$ cat src/rtl/pic_pkg.sv
// pic_pkg: shared constants for the PIC interrupt request / in-service stage.
//   NUM_IRQ       - number of request lines (fixed at 8)
//   LOW_PRIO_RST  - lowest-priority level after reset (IR0 then has top priority)
//   IDLE/WAIT_ACK2 - resolver FSM state encoding
//   EOI_* / ROT_* / SET_PRIO - OCW2 {R,SL,EOI} command encodings
//   SPURIOUS_ID   - id returned when ack1 finds no candidate
package pic_pkg;

    localparam int unsigned NUM_IRQ      = 8;
    localparam logic [2:0]  LOW_PRIO_RST = 3'd7;

    // Resolver FSM states
    localparam logic [0:0] IDLE      = 1'b0;
    localparam logic [0:0] WAIT_ACK2 = 1'b1;

    // OCW2 {R,SL,EOI} commands
    localparam logic [2:0] EOI_NS   = 3'b001;
    localparam logic [2:0] EOI_SP   = 3'b011;
    localparam logic [2:0] ROT_NS   = 3'b101;
    localparam logic [2:0] ROT_SP   = 3'b111;
    localparam logic [2:0] SET_PRIO = 3'b110;

    localparam logic [2:0] SPURIOUS_ID = 3'd7;

    // Priority rank of level idx given lowest level low: 0 is highest priority.
    function automatic logic [2:0] prio_rank(input logic [2:0] idx, input logic [2:0] low);
        return idx - low - 3'd1;
    endfunction

endpackage

$ cat src/rtl/pic_irq_resolver_if.sv
// pic_irq_resolver_if: request, mask, acknowledge and OCW2 signals between the
// PIC control logic (master) and the request/in-service resolver (slave).
//   ir_in, ltim, imr, aeoi           - request lines and configuration
//   ack1, ack2                       - INTA pulse strobes
//   eoi_valid, eoi_cmd, eoi_level    - OCW2 write
//   int_req, int_id, irr, isr, lowest_prio - resolver status back to control
interface pic_irq_resolver_if;

    logic [7:0] ir_in;
    logic       ltim;
    logic [7:0] imr;
    logic       aeoi;
    logic       ack1;
    logic       ack2;
    logic       eoi_valid;
    logic [2:0] eoi_cmd;
    logic [2:0] eoi_level;
    logic       int_req;
    logic [2:0] int_id;
    logic [7:0] irr;
    logic [7:0] isr;
    logic [2:0] lowest_prio;

    modport master (
        output ir_in, ltim, imr, aeoi, ack1, ack2, eoi_valid, eoi_cmd, eoi_level,
        input  int_req, int_id, irr, isr, lowest_prio
    );

    modport slave (
        input  ir_in, ltim, imr, aeoi, ack1, ack2, eoi_valid, eoi_cmd, eoi_level,
        output int_req, int_id, irr, isr, lowest_prio
    );

endinterface

$ cat src/rtl/pic_rot_prio_enc.sv
// pic_rot_prio_enc: combinational rotating priority encoder.
//   vec   in  8  request vector
//   low   in  3  lowest-priority level; (low+1) mod 8 is highest
//   valid out 1  any bit of vec set
//   idx   out 3  highest-priority set bit
module pic_rot_prio_enc
    import pic_pkg::*;
(
    input  logic [7:0] vec,
    input  logic [2:0] low,
    output logic       valid,
    output logic [2:0] idx
);

    logic [2:0] pos;

    // Scan from lowest priority (k=8 -> low) up to highest (k=1), so the
    // last hit is the winner.
    always_comb begin
        valid = 1'b0;
        idx   = 3'd0;
        pos   = 3'd0;
        for (int k = NUM_IRQ; k >= 1; k--) begin
            pos = low + 3'(k);
            if (vec[pos]) begin
                valid = 1'b1;
                idx   = pos;
            end
        end
    end

endmodule

$ cat src/rtl/pic_irq_resolver.sv
// pic_irq_resolver: PIC interrupt request register, masking, priority
// resolution (fully nested / rotating), in-service tracking and EOI handling.
//   clk    in  system clock, rising edge
//   rst_n  in  asynchronous active-low reset
//   bus    slave modport of pic_irq_resolver_if (requests, acks, OCW2, status)
module pic_irq_resolver
    import pic_pkg::*;
(
    input  logic               clk,
    input  logic               rst_n,
    pic_irq_resolver_if.slave  bus
);

    logic [7:0] ir_q;
    logic [7:0] irr_q, irr_d;
    logic [7:0] isr_q, isr_d;
    logic [0:0] state_q, state_d;
    logic       int_req_q, int_req_d;
    logic [2:0] int_id_q, int_id_d;
    logic       spur_q, spur_d;
    logic [2:0] low_q, low_d;

    logic       cand_vld, top_vld;
    logic [2:0] cand_idx, top_idx;
    logic [7:0] edge_det, grant_mask, clr_mask;
    logic       ack1_take, ack2_take, grant;

    pic_rot_prio_enc u_cand_enc (
        .vec   (irr_q & ~bus.imr),
        .low   (low_q),
        .valid (cand_vld),
        .idx   (cand_idx)
    );

    pic_rot_prio_enc u_isr_enc (
        .vec   (isr_q),
        .low   (low_q),
        .valid (top_vld),
        .idx   (top_idx)
    );

    always_comb begin
        edge_det   = bus.ir_in & ~ir_q;
        ack1_take  = bus.ack1 && (state_q == IDLE);
        ack2_take  = bus.ack2 && (state_q == WAIT_ACK2);
        grant      = ack1_take && cand_vld;
        grant_mask = grant ? (8'd1 << cand_idx) : 8'd0;

        state_d  = state_q;
        int_id_d = int_id_q;
        spur_d   = spur_q;
        low_d    = low_q;
        clr_mask = 8'd0;

        if (bus.eoi_valid) begin
            case (bus.eoi_cmd)
                EOI_NS: if (top_vld) clr_mask = 8'd1 << top_idx;
                EOI_SP: clr_mask = 8'd1 << bus.eoi_level;
                ROT_NS: begin
                    if (top_vld) begin
                        clr_mask = 8'd1 << top_idx;
                        low_d    = top_idx;
                    end
                end
                ROT_SP: begin
                    clr_mask = 8'd1 << bus.eoi_level;
                    low_d    = bus.eoi_level;
                end
                SET_PRIO: low_d = bus.eoi_level;
                default: ;
            endcase
        end

        if (ack1_take) begin
            state_d  = WAIT_ACK2;
            int_id_d = cand_vld ? cand_idx : SPURIOUS_ID;
            spur_d   = !cand_vld;
        end else if (ack2_take) begin
            state_d = IDLE;
            if (bus.aeoi && !spur_q) clr_mask = clr_mask | (8'd1 << int_id_q);
        end

        // Clear before set: a same-cycle ack1 set or fresh edge always wins.
        isr_d = (isr_q & ~clr_mask) | grant_mask;
        irr_d = ((bus.ltim ? bus.ir_in : irr_q) & ~grant_mask) | edge_det;

        int_req_d = (state_q == IDLE) && !bus.ack1 && cand_vld &&
                    (!top_vld || (prio_rank(cand_idx, low_q) < prio_rank(top_idx, low_q)));
    end

    always_ff @(posedge clk or negedge rst_n) begin
        if (!rst_n) begin
            ir_q      <= 8'hFF;
            irr_q     <= 8'd0;
            isr_q     <= 8'd0;
            state_q   <= IDLE;
            int_req_q <= 1'b0;
            int_id_q  <= 3'd0;
            spur_q    <= 1'b0;
            low_q     <= LOW_PRIO_RST;
        end else begin
            ir_q      <= bus.ir_in;
            irr_q     <= irr_d;
            isr_q     <= isr_d;
            state_q   <= state_d;
            int_req_q <= int_req_d;
            int_id_q  <= int_id_d;
            spur_q    <= spur_d;
            low_q     <= low_d;
        end
    end

    assign bus.int_req     = int_req_q;
    assign bus.int_id      = int_id_q;
    assign bus.irr         = irr_q;
    assign bus.isr         = isr_q;
    assign bus.lowest_prio = low_q;

endmodule

$ cat src/flat_wrapper.sv
// flat-port wrapper written by rule: the top's interface ports become plain ports
module pic_irq_resolver_flat import pic_pkg::*;
  (clk, rst_n, bus_ir_in, bus_ltim, bus_imr, bus_aeoi, bus_ack1, bus_ack2, bus_eoi_valid, bus_eoi_cmd, bus_eoi_level, bus_int_req, bus_int_id, bus_irr, bus_isr, bus_lowest_prio);
  pic_irq_resolver_if bus_i ();
  input  logic clk;
  input  logic rst_n;
  input wire logic [$bits(bus_i.ir_in)-1:0] bus_ir_in;
  input wire logic [$bits(bus_i.ltim)-1:0] bus_ltim;
  input wire logic [$bits(bus_i.imr)-1:0] bus_imr;
  input wire logic [$bits(bus_i.aeoi)-1:0] bus_aeoi;
  input wire logic [$bits(bus_i.ack1)-1:0] bus_ack1;
  input wire logic [$bits(bus_i.ack2)-1:0] bus_ack2;
  input wire logic [$bits(bus_i.eoi_valid)-1:0] bus_eoi_valid;
  input wire logic [$bits(bus_i.eoi_cmd)-1:0] bus_eoi_cmd;
  input wire logic [$bits(bus_i.eoi_level)-1:0] bus_eoi_level;
  output wire logic [$bits(bus_i.int_req)-1:0] bus_int_req;
  output wire logic [$bits(bus_i.int_id)-1:0] bus_int_id;
  output wire logic [$bits(bus_i.irr)-1:0] bus_irr;
  output wire logic [$bits(bus_i.isr)-1:0] bus_isr;
  output wire logic [$bits(bus_i.lowest_prio)-1:0] bus_lowest_prio;
  assign bus_i.ir_in = bus_ir_in;
  assign bus_i.ltim = bus_ltim;
  assign bus_i.imr = bus_imr;
  assign bus_i.aeoi = bus_aeoi;
  assign bus_i.ack1 = bus_ack1;
  assign bus_i.ack2 = bus_ack2;
  assign bus_i.eoi_valid = bus_eoi_valid;
  assign bus_i.eoi_cmd = bus_eoi_cmd;
  assign bus_i.eoi_level = bus_eoi_level;
  assign bus_int_req = bus_i.int_req;
  assign bus_int_id = bus_i.int_id;
  assign bus_irr = bus_i.irr;
  assign bus_isr = bus_i.isr;
  assign bus_lowest_prio = bus_i.lowest_prio;
  pic_irq_resolver u_core (.clk(clk), .rst_n(rst_n), .bus(bus_i));
endmodule
$ cat config.mk
export PLATFORM = sky130hd
export DESIGN_NAME = pic_irq_resolver_flat
export DESIGN_NICKNAME = d
export VERILOG_FILES = /design/src/rtl/pic_pkg.sv /design/src/rtl/pic_irq_resolver_if.sv /design/src/rtl/pic_rot_prio_enc.sv /design/src/rtl/pic_irq_resolver.sv /design/src/flat_wrapper.sv
export SDC_FILE = /design/constraint.sdc
export NUM_CORES = 1
export LEC_CHECK = 0
export ABC_AREA = 1
export BUFFER_PORTS_ARGS = -buffer_cell sky130_fd_sc_hd__buf_2
export CORE_MARGIN = 4
export CORE_UTILIZATION = 58
export DETAILED_ROUTE_END_ITERATION = 6
export PLACE_DENSITY = 0.82
export RECOVER_POWER = 25
export SLEW_MARGIN = 20
export SYNTH_ARGS = -nofsm -noshare
export SYNTH_HDL_FRONTEND = slang
export SYNTH_HIERARCHICAL = 1
export SYNTH_SLANG_ARGS = --single-unit
$ cat constraint.sdc
create_clock -name clk -period 4.55 [get_ports clk]
set_input_delay 0.6825 -clock clk [delete_from_list [all_inputs] [get_ports clk]]
set_output_delay 0.6825 -clock clk [all_outputs]
set_load 0.05 [all_outputs]
=== After elaboration in Yosys (flattened, before gate mapping) ===
Cells that the tools add are included.

* Add/subtract/negate cells: 11
* Multiply operators: 0
* Divide/modulo/power cells: 0
* Magnitude comparators: 9
* Eq/ne operators: 6
* Shift operators: 4
* Muxes and demuxes: 77
* Bitwise gates (word level): 12
* Reduce and logical (&&, ||, !) cells: 18

{| class="wikitable"
|+ Operators by type and width
! cell !! number
|-
| $mux 8 || 7
|-
| $mux 3 || 18
|-
| $bmux 1 s3 || 16
|-
| $mux 1 || 34
|-
| $and 8x8->8 || 4
|-
| $lt 3x4->1 const B || 8
|-
| $not 8->8 || 4
|-
| $shl 1x3->8 const A || 4
|-
| $or 8x8->8 || 3
|-
| $pmux 8 s2 || 1
|-
| $add 3x3->3 const B || 4
|-
| $eq 3x3->1 const B || 3
|-
| $logic_and 1x1->1 || 7
|-
| $add 3x2->3 const B || 2
|-
| $pmux 3 s2 || 1
|-
| $reduce_or 2->1 || 3
|-
| $sub 3x1->3 const B || 2
|-
| $sub 3x3->3 || 2
|-
| $logic_not 1->1 || 4
|-
| $reduce_bool 2->1 || 2
|-
| $add 3x1->3 const B || 1
|-
| $eq 3x1->1 const B || 1
|-
| $eq 3x2->1 const B || 1
|-
| $lt 3x3->1 || 1
|-
| 4 further kinds || 4
|}

* Flip-flop bits (word level): 33
* Latch bits: 0
* Memory bits (writable): 0
* Bits in read-only memories: 0
* Input bits: 29
* Output and inout bits: 23
* Word-level logic and storage cells: 145
* Memories: 0

=== Logic depth before layout (Yosys ltp) ===
Gate-level depths: netlist of run 1.

* Word-level depth: 21
* Depth in mapped cells: 22
* Gate-level depth less buffers: 22

=== Cells and area by module ===
The synthesis of run 1 kept the hierarchy.

{| class="wikitable"
|+ By module, submodules not included
! module !! instances !! cells an instance !! area an instance (sq um) !! sequential area each (sq um)
|-
| pic_irq_resolver || 1 || 256 || 1883.1 || 839.6
|-
| pic_rot_prio_enc || 2 || 123 || 666.9 || 0.0
|}

=== Least setup slack after synthesis of run 1 ===
OpenSTA, ideal clock, no wires.

* Path type: reg2reg
* Start: register u_core.low_q[1], in the netlist u_core/bus.lowest_prio[1]
* End: register u_core.int_req_q, in the netlist u_core/bus.int_req
* Setup time: 0.077 ns
* Arrival time: 3.695 ns
* Required time: 4.473 ns
* Setup slack: 0.777 ns
* Cell stages (with the launch flop): 23
* Buffers on the path: 1
* Period minus slack after synthesis: 3.773 ns
* Cells stage by stage: dfstp_2 -> buf_4 -> inv_2 -> ha_1 -> inv_2 -> nand3_1 -> nand3_2 -> nand2_2 -> nor2_2 -> o21bai_1 -> nand2_1 -> nand2_1 -> nand2_1 -> nand3_1 -> nand2_1 -> ha_1 -> fa_1 -> xnor2_1 -> xor2_1 -> ha_1 -> a21oi_1 -> nand2_1 -> a21oi_1

* Longest elaborated chain between the ends: 15
* Elaborated cells between the ends (all ways): 80
* Classes of those cells: 11 x add/sub; 1 x order compare; 64 x mux; 4 x reduce/logical

{| class="wikitable"
|+ RTL lines
! element !! RTL line !! text
|-
| from (decl) || pic_irq_resolver.sv:21 || <nowiki>logic [2:0] low_q, low_d;</nowiki>
|-
| from (signal assigned) || pic_irq_resolver.sv:109 || <nowiki>low_q <= low_d;</nowiki>
|-
| $add 3x3->3 / $bmux 1 s3 (equally long branches) || pic_rot_prio_enc.sv:24, pic_rot_prio_enc.sv:25 ||
|-
| $bmux 1 s3 / $mux 1 (equally long branches) || pic_rot_prio_enc.sv:25 || <nowiki>if (vec[pos]) begin</nowiki>
|-
| $mux 1 (implied by the code) / $mux 3 (equally long branches) || pic_rot_prio_enc.sv:25 ||
|-
| $mux 3 (6 in series) || pic_rot_prio_enc.sv:25 ||
|-
| $mux 3 (*) || pic_rot_prio_enc.sv:25 ||
|-
| net u_core.cand_idx[0] || pic_irq_resolver.sv:24 || <nowiki>logic [2:0] cand_idx, top_idx;</nowiki>
|-
| $sub 3x3->3 (*) || pic_pkg.sv:27 || <nowiki>return idx - low - 3'd1;</nowiki>
|-
| $sub 3x1->3 (*) || pic_pkg.sv:27 ||
|-
| $lt 3x3->1 (*) || pic_irq_resolver.sv:88 || <nowiki>(!top_vld || (prio_rank(cand_idx, low_q) < prio_rank(top_idx, low_q)));</nowiki>
|-
| $logic_or 1x1->1 (*) || pic_irq_resolver.sv:88 ||
|-
| $logic_and 1x1->1 (*) || pic_irq_resolver.sv:87 || <nowiki>int_req_d = (state_q == IDLE) && !bus.ack1 && cand_vld &&</nowiki>
|-
| net u_core.int_req_d || pic_irq_resolver.sv:18 || <nowiki>logic int_req_q, int_req_d;</nowiki>
|-
| to (signal assigned) || pic_irq_resolver.sv:106 || <nowiki>int_req_q <= int_req_d;</nowiki>
|-
| to (decl) || pic_irq_resolver.sv:18 ||
|}

The timed path passes the listed nets; every way through them passes the cells marked *. The select of a mux whose other input is x is not followed.
A chain may end at the register's enable or synchronous reset.

=== Final worst setup path of run 1 ===
* Start: register u_core.low_q[0], in the netlist u_core/bus.lowest_prio[0]
* End: register u_core.int_req_q, in the netlist u_core/bus.int_req

The elaborated chain is that of the path after synthesis.

==> flow_summary.json, run 1 <==
{
  "syn_nets": 541,
  "setup_viol": 0,
  "path_depth": 20,
  "gp_congestion": 0.963,
  "post-place-ws_ns": 0.518,
  "finalWirelength_mm": 9.01,
  "postRouteAntennaNets": 0,
  "synth_warnings": 6,
  "clock_path_buffers": 2,
  "clkTransAtPathRegs_ns": 0.08,
  "crit_type": "reg -> reg",
  "status": "finished, violations left",
  "placedCellCount": 617,
  "maxSlewViolCount": 34,
  "finalHoldViolations": 0,
  "violations": "max-capacitance violations, max-slew violations",
  "cp_slowest_cell": "dfstp_2",
  "synth_async_sr_flop_share_pct": 100,
  "std_cell_rows": 26,
  "r2r-start": "u_core/bus.lowest_prio[0]",
  "cap_violations": 1,
  "worst-path-max-fanout": 14,
  "finalNetCount": 593,
  "path_delay_family": "adder cells",
  "io_pins": 52,
  "worst_pin_slew_ns": 1.86,
  "initial_core_util_pct": 61.4,
  "drive_above_1_share_pct": 18.9,
  "cts.sinks": 33,
  "worst_clock_skew_ns": 0.00654,
  "synthFlopType": "dfrtp_1",
  "die_y_um": 82.5,
  "drtIter0Drc": 270,
  "netlist_instances": 502,
  "wl_met2_mm": 4.20,
  "crit_required_ns": 4.77,
  "cts_tree": "built",
  "htreeDepth": 2,
  "hold_class": "in -> reg",
  "post_cts_buffers": 0,
  "period_minus_slack_ns": 4.10,
  "ys_ff_latch": 33,
  "avgRoutedWirePerCell_um": 14.4,
  "path_buf_inv": 2,
  "grt_pass1_wl_mm": 15.0,
  "clock.fmax_mhz": 244,
  "tns_ns": 0,
  "synth_edf_count": 0,
  "crit_path_frequent_cell": "nand2_1",
  "fin_crit_sh_pct": 90.1,
  "crit_path_end_kind": "flop",
  "cp.arrival_ns": 4.32,
  "grt-ovfl-total": 0,
  "post_cts_resize_count": 0,
  "hold_depth": 1,
  "rsz0062_at_grt": "no",
  "grt_usage_pct": 28.9,
  "placed_area_um2": 3500,
  "hold_path.startpoint": "bus_ir_in[7]",
  "syn_area_um2": 3220,
  "ctsHoldBuffers": 0,
  "drc": 0,
  "path_cells": "inv_8, ha_1, inv_2, nand3_1, nand3_1, nand2_1, o21bai_1, nand2_1, nand2_1, nand2_1, nand3_1, nand2_1, ha_1, fa_1, xnor2_1, xor2_1, ha_1, a21oi_1, nand2_1, a21oi_1",
  "fillers": 502,
  "syn_area_per_cell_um2": 6.41,
  "routed.top_layer": "met4",
  "cpPeakStageDelay_ns": 0.78,
  "io_buffer_count": 51,
  "met3WireLength_um": 617,
  "core_area_um2": 5240,
  "r2r_setup_slack_ns": 0.45,
  "instances_no_fill": 625,
  "min_to": "u_core/ir_q[7]",
  "max-slew-margin-rel_pct": -24.3,
  "cts_buffers": 5,
  "die_area_um2": 6800,
  "synth.distinct_cells": 34,
  "fin_area_um2": 3630,
  "cp-start-kind": "flop",
  "area_growth_pct": 12.8,
  "antenna_found_initial": 0,
  "grt_max_degree": 34,
  "antenna_cells": 0,
  "clk_latency_ns": 0.30,
  "dp_hpwl_mm": 7.22,
  "first_pass_iters": 4,
  "grt_pass1_vias": 3202,
  "ys_seq_area_share_pct": 26.1,
  "wirelength_met1_mm": 3.99,
  "die_x_um": 82.5,
  "via_per_inst": 5.49,
  "rr_worst_depth": 20,
  "setup_slack_ns": 0.448,
  "r2r-end": "u_core/bus.int_req",
  "root_buffer": "clkbuf_8",
  "num_vias": 3431
}
[flip-flops by register name (all words and copies together) (netlist names)]
name and flops:
u_core/spur_q 1, u_core/bus.lowest_prio 3, u_core/bus.irr 8, u_core/bus.int_id 3, u_core/bus.int_req 1, u_core/bus.isr 8, u_core/ir_q 8, u_core/state_q 1
[cells in the final DEF, fill, tap and decap left out, types with 11 or more instances in the layout]
| cell type | instances |
|---|---|
| nand2_1 | 168 |
| inv_1 | 65 |
| nand3_1 | 64 |
| buf_2 | 42 |
| nor2_1 | 36 |
| dfrtp_1 | 22 |
| o21ai_0 | 19 |
| a21oi_1 | 17 |
| nand3_2 | 15 |
| dfstp_2 | 11 |
[worst max path at each step]
stage	from	to	slack [ns]
after detailed placement	u_core/bus.lowest_prio[0]	u_core/bus.int_req	0.52
after global routing	u_core/bus.lowest_prio[0]	u_core/bus.int_req	0.07
after CTS	u_core/bus.lowest_prio[1]	u_core/bus.int_req	0.49
after floorplan	u_core/bus.lowest_prio[1]	u_core/bus.int_req	0.78
after global placement	u_core/bus.lowest_prio[0]	u_core/bus.int_req	0.63
final	u_core/bus.lowest_prio[0]	u_core/bus.int_req	0.45
[stage by stage]
stage / utilization (%) / hold WS [ns]
after floorplan: - / 0.387
after global placement: 66.9 / 0.486
after detailed placement: 66.9 / 0.484
after CTS: 69.5 / 0.465
after global routing: 69.3 / 0.477
final: 69.3 / 0.490
[synth_stat cells, types with 5 or more instances]
cell type	count	share of area, %
a21oi_1	17	2.6
nor2_2	5	0.97
inv_1	65	7.6
nand3_2	15	4.7
o21ai_0	19	3.0
nand2_1	168	20
nor2_1	36	4.2
xnor2_1	6	1.6
dfrtp_1	22	17
a21boi_0	6	1.4
nand4_1	6	1.2
ha_1	8	3.1
nand3_1	64	10
dfstp_2	11	9.0
nand2_2	7	1.4
inv_2	5	0.58
[metal layers]
layer	vias to the layer above	GRT usage, %
met5	-	0
met4	0	7.31
met3	25	4.23
met2	147	49.1
met1	1556	38.2
li1	1703	-
[logic make-up after synthesis]
family	share of synthesized area, %
xor gates and xnor gates	4.75
DFF	26.1
adders and majority gates	4.36
AOI/OAI and AO/OA	10.4
and+or+nand+nor	43.3
buffers and inverters	11.1
[final cells by class]
cell class	count	area, um2	area share [%]
clock buffers	5	68.8	1.90
clock inverters	3	68.8	1.90
inverters	72	285	7.86
multi-input cells	389	2020	55.7
flip-flops and latches	33	840	23.1
well taps	70	87.6	2.41
repair buffers	53	259	7.14
Power of run 1 is left out: the tool's default activity adds up to more than one toggle a clock period on the data nets, which glitch-free logic cannot reach.
==> inputs of run 2 (changes only) <==
CORE_UTILIZATION = 62   (was 58)
PLACE_DENSITY = 0.86   (was 0.82)
RECOVER_POWER = 100   (was 25)
clock period = 5.3 ns   (was 4.55 ns; I/O delays follow)
==> flow_summary.json, run 2 (synthesis gave the netlist of run 1 again) <==
{
  "period_minus_slack_ns": 4.63,
  "maxSlewViolCount": 34,
  "io_buffer_count": 51,
  "placed_area_um2": 3480,
  "crit_path_end_kind": "flop",
  "grt_pass1_wl_mm": 15.1,
  "std_cell_rows": 25,
  "max-slew-margin-rel_pct": -16.5,
  "gp_congestion": 0.997,
  "rsz0062_at_grt": "no",
  "finalNetCount": 591,
  "antenna_found_initial": 0,
  "clk_latency_ns": 0.30,
  "violations": "max-capacitance violations, max-slew violations",
  "path_depth": 20,
  "status": "finished, violations left",
  "finalHoldViolations": 0,
  "cp.arrival_ns": 4.85,
  "tns_ns": 0,
  "grtUsageMet1_pct": 36.8,
  "clock_path_buffers": 2,
  "r2r_setup_slack_ns": 0.67,
  "core_area_um2": 4880,
  "path_cells": "inv_1, ha_1, inv_2, nand3_1, nand3_1, nand2_1, o21bai_1, nand2_1, nand2_1, nand2_1, nand3_1, nand2_1, ha_1, fa_1, xnor2_1, xor2_1, ha_1, a21oi_1, nand2_1, a21oi_1",
  "r2r-end": "u_core/bus.int_req",
  "r2r-start": "u_core/bus.lowest_prio[1]",
  "die_x_um": 80.0,
  "grt_pass1_vias": 3321,
  "post_cts_buffers": 0,
  "cpPeakStageDelay_ns": 1.02,
  "avgRoutedWirePerCell_um": 14.5,
  "layout_commonest_cell": "nand2_1",
  "cts.sinks": 33,
  "initial_core_util_pct": 65.9,
  "io_pins": 52,
  "cts_buffers": 5,
  "hold_depth": 1,
  "num_vias": 3491,
  "worst-path-max-fanout": 20,
  "cp-start-kind": "flop",
  "fin_area_um2": 3550,
  "clock.fmax_mhz": 216,
  "hold_path.startpoint": "u_core/ir_q[6]",
  "grt_max_degree": 34,
  "met3_usage_pct": 5.98,
  "min_to": "u_core/bus.irr[6]",
  "setup_viol": 0,
  "ctsHoldBuffers": 0,
  "rr_worst_depth": 20,
  "path_delay_family": "adder cells",
  "drc": 0,
  "cap_violations": 1,
  "final_cell_mix": "nand2_1 (168), inv_1 (68), nand3_1 (64)",
  "clkTransAtPathRegs_ns": 0.08,
  "crit_required_ns": 5.52,
  "die_area_um2": 6400,
  "dp_hpwl_mm": 7.06,
  "antenna_cells": 0,
  "drive_above_1_share_pct": 13.2,
  "fin_crit_sh_pct": 87.4,
  "root_buffer": "clkbuf_8",
  "die_y_um": 80.0,
  "postRouteAntennaNets": 0,
  "first_pass_iters": 5,
  "via_per_inst": 5.63,
  "cts_tree": "built",
  "drtIter0Drc": 334,
  "htreeDepth": 2,
  "crit_path_frequent_cell": "nand2_1",
  "worst_pin_slew_ns": 1.75,
  "path_buf_inv": 2,
  "hold_class": "reg -> reg",
  "grt-ovfl-total": 0,
  "area_growth_pct": 10.3,
  "grt_usage_pct": 29.9,
  "crit_type": "reg -> reg",
  "finalWirelength_mm": 9.00,
  "post_cts_resize_count": 0,
  "grtUsageMet2_pct": 50.5,
  "grt-busiest-layer": "met2",
  "cp_slowest_cell": "dfstp_1",
  "worst_clock_skew_ns": 0.00721
}
## run 2: cell count changes in the layout (fill, tap and decap cells not counted), moves of 2 or more
cell,change
inv_2,-3
buf_4,-2
a21oi_1,+2
dfstp_2,-2
dfstp_1,+2
inv_1,+3
nor2_1,+2
clkbuf_1,+21
a21oi_2,-2
o21ai_1,-2
buf_2,-21
o21ai_0,+2
nor2_2,-2
## run 2: area by class of cell
cell class                      count  area [um2]
Clock buffer                        5        68.8
Clock inverter                      3        46.3
Fill cell                         464        1330
Inverter                           72         285
Multi-Input combinational cell    389        2010
Sequential cell                    33         840
Tap cell                           67        83.8
Timing Repair Buffer               51         218
## run 2: routing by layer
metal / vias to the layer above / routed length (um)
met1: 1563 / 3700
met2: 189 / 4220
met5: - / 0
met4: 0 / 316
met3: 39 / 754
li1: 1700 / -
## run 2: worst max-delay path by stage
stage	start	to	slack (ns)
after floorplan	u_core/bus.lowest_prio[1]	u_core/bus.int_req	1.53
after global placement	u_core/bus.lowest_prio[0]	u_core/bus.int_req	1.27
after detailed placement	u_core/bus.lowest_prio[0]	u_core/bus.int_req	1.13
after CTS	u_core/bus.lowest_prio[0]	u_core/bus.int_req	1.10
after global routing	u_core/bus.lowest_prio[1]	u_core/bus.int_req	0.41
final	u_core/bus.lowest_prio[1]	u_core/bus.int_req	0.67
## run 2: per-stage QoR
step	utilization (%)	std cells	worst slack, ns	hold slack, ns
after floorplan	-	502	1.53	0.471
after global placement	71.4	612	1.27	0.479
after detailed placement	71.4	612	1.13	0.489
after CTS	73.7	620	1.10	0.507
after global routing	72.7	620	0.406	0.571
final	72.7	620	0.670	0.533
## run 2: worst reg2reg max path, delay by kind of cell (launching register included)
kind / cells / cell delay [ns]
adders and majority gates: 4 / 1.45
DFF: 1 / 1.02
AOI/OAI and AO/OA: 3 / 0.41
buffers and inverters: 2 / 0.46
xor gates and xnor gates: 2 / 0.34
and+or+nand+nor: 9 / 0.87
Power of run 2 is left out for the same reason.
==> inputs of run 3 (changes only) <==
CELL_PAD_IN_SITES_DETAIL_PLACEMENT = 1   (was not set)
CELL_PAD_IN_SITES_GLOBAL_PLACEMENT = 1   (was not set)
CORE_UTILIZATION = 43   (was 62)
PLACE_DENSITY = not set   (was 0.86)
PLACE_DENSITY_LB_ADDON = 0.1   (was not set)
==> flow_summary.json, run 3 (synthesis gave the netlist of run 1 again) <==
{
  "status": "finished, violations left",
  "violations": "max-capacitance violations, max-slew violations",
  "die_y_um": 94.5,
  "cts_buffers": 5,
  "hold_class": "reg -> reg",
  "cap_violations": 1,
  "io_buffer_count": 51,
  "drtIter0Drc": 100,
  "clk_latency_ns": 0.29,
  "tns_ns": 0,
  "fin_crit_sh_pct": 86.4,
  "antenna_cells": 0,
  "die_x_um": 94.5,
  "clkTransAtPathRegs_ns": 0.07,
  "dp_hpwl_mm": 8.49,
  "via_per_inst": 5.14,
  "worst_clock_skew_ns": 0.00811,
  "grt_pass1_wl_mm": 17.3,
  "cts.sinks": 33,
  "htreeDepth": 2,
  "first_pass_iters": 4,
  "cp-start-kind": "flop",
  "core_area_um2": 7250,
  "fillers": 1055,
  "max-slew-margin-rel_pct": -17.5,
  "antenna_found_initial": 0,
  "area_growth_pct": 11.6,
  "instances_no_fill": 652,
  "gp_congestion": 0.936,
  "crit_start": "u_core/bus.lowest_prio[1]",
  "crit_path_end_kind": "flop",
  "num_vias": 3353,
  "cts_tree": "built",
  "clock.fmax_mhz": 218,
  "maxSlewViolCount": 34,
  "r2r-end": "u_core/bus.int_req",
  "die_area_um2": 8930,
  "r2r-start": "u_core/bus.lowest_prio[1]",
  "finalNetCount": 591,
  "initial_core_util_pct": 44.4,
  "placedCellCount": 644,
  "grt_usage_pct": 24.5,
  "rr_worst_depth": 21,
  "hold_path.startpoint": "u_core/ir_q[5]",
  "grt_max_degree": 34,
  "whs_ns": 0.517,
  "finalWirelength_mm": 10.2,
  "crit_type": "reg -> reg",
  "avgRoutedWirePerCell_um": 15.6,
  "rsz0062_at_grt": "no",
  "std_cell_rows": 31,
  "grt_pass1_vias": 3585,
  "endpoint": "u_core/bus.int_req",
  "postRouteAntennaNets": 0,
  "drive_above_1_share_pct": 13.4,
  "crit_required_ns": 5.50,
  "post_cts_resize_count": 0,
  "worst-path-max-fanout": 20,
  "clock_path_buffers": 2,
  "grt-ovfl-total": 0,
  "ctsHoldBuffers": 0,
  "period_minus_slack_ns": 4.58,
  "finalHoldViolations": 0,
  "root_buffer": "clkbuf_8",
  "setup_viol": 0,
  "post_cts_buffers": 0,
  "worst_pin_slew_ns": 1.76,
  "drc": 0,
  "r2r_setup_slack_ns": 0.72,
  "cp.arrival_ns": 4.78,
  "io_pins": 52,
  "final_cell_mix": "nand2_1 (168), inv_1 (66), nand3_1 (65)",
  "layout_commonest_cell": "nand2_1"
}
-- run 3: changes by cell type in the layout (fill, tap and decap cells not counted), sizes merged --
cell	previous run	this run
clkbuf	35	36
clkinv	1	0
-- run 3: worst min-delay path by stage --
stage	end	slack, ns	cells after the start
floorplan	u_core/bus.irr[4]	0.47	1
global placement	u_core/bus.irr[5]	0.48	1
detailed placement	u_core/bus.irr[4]	0.49	1
CTS	u_core/bus.irr[5]	0.50	1
global route	u_core/bus.irr[6]	0.57	1
finish	u_core/bus.irr[5]	0.52	1
-- run 3: routing by layer --
layer  GRT usage [%]  routed length, um
met5               0                  0
met4            6.73                223
met3            3.11                279
met2            45.4               5240
met1            29.5               4450
-- run 3: per-stage QoR --
step	area [um2]	util, %	setup slack, ns
6_report	3590	49.5	0.723
5_1_grt	3590	49.5	0.351
3_5_place_dp	3520	48.6	1.13
4_1_cts	3640	50.2	1.08
3_3_place_gp	3520	48.6	1.23
2_1_floorplan	3220	-	1.53
-- run 3: layout make-up --
| cell class | count | area (um2) | share of cell area (%) |
|---|---|---|---|
| clock buffers | 6 | 82.6 | 2.30 |
| repair buffers | 51 | 218 | 6.07 |
| inverters | 72 | 285 | 7.95 |
| well taps | 99 | 124 | 3.45 |
| clock inverters | 2 | 37.5 | 1.05 |
| multi-input cells | 389 | 2000 | 55.8 |
| flip-flops and latches | 33 | 840 | 23.4 |
-- run 3: worst max-delay path, stage by stage, from the launching register on --
cell,delay [ns]
dfstp_1,1.05
inv_2,0.19
ha_1,0.49
inv_1,0.18
nand3_1,0.14
nand3_1,0.16
nand2_2,0.13
nor2_1,0.06
o21bai_1,0.12
nand2_1,0.06
nand2_1,0.05
nand2_1,0.05
nand3_1,0.06
nand2_1,0.14
ha_1,0.22
fa_1,0.38
xnor2_1,0.15
xor2_1,0.20
ha_1,0.34
a21oi_1,0.15
nand2_1,0.06
a21oi_1,0.13
Power of run 3 is left out for the same reason.
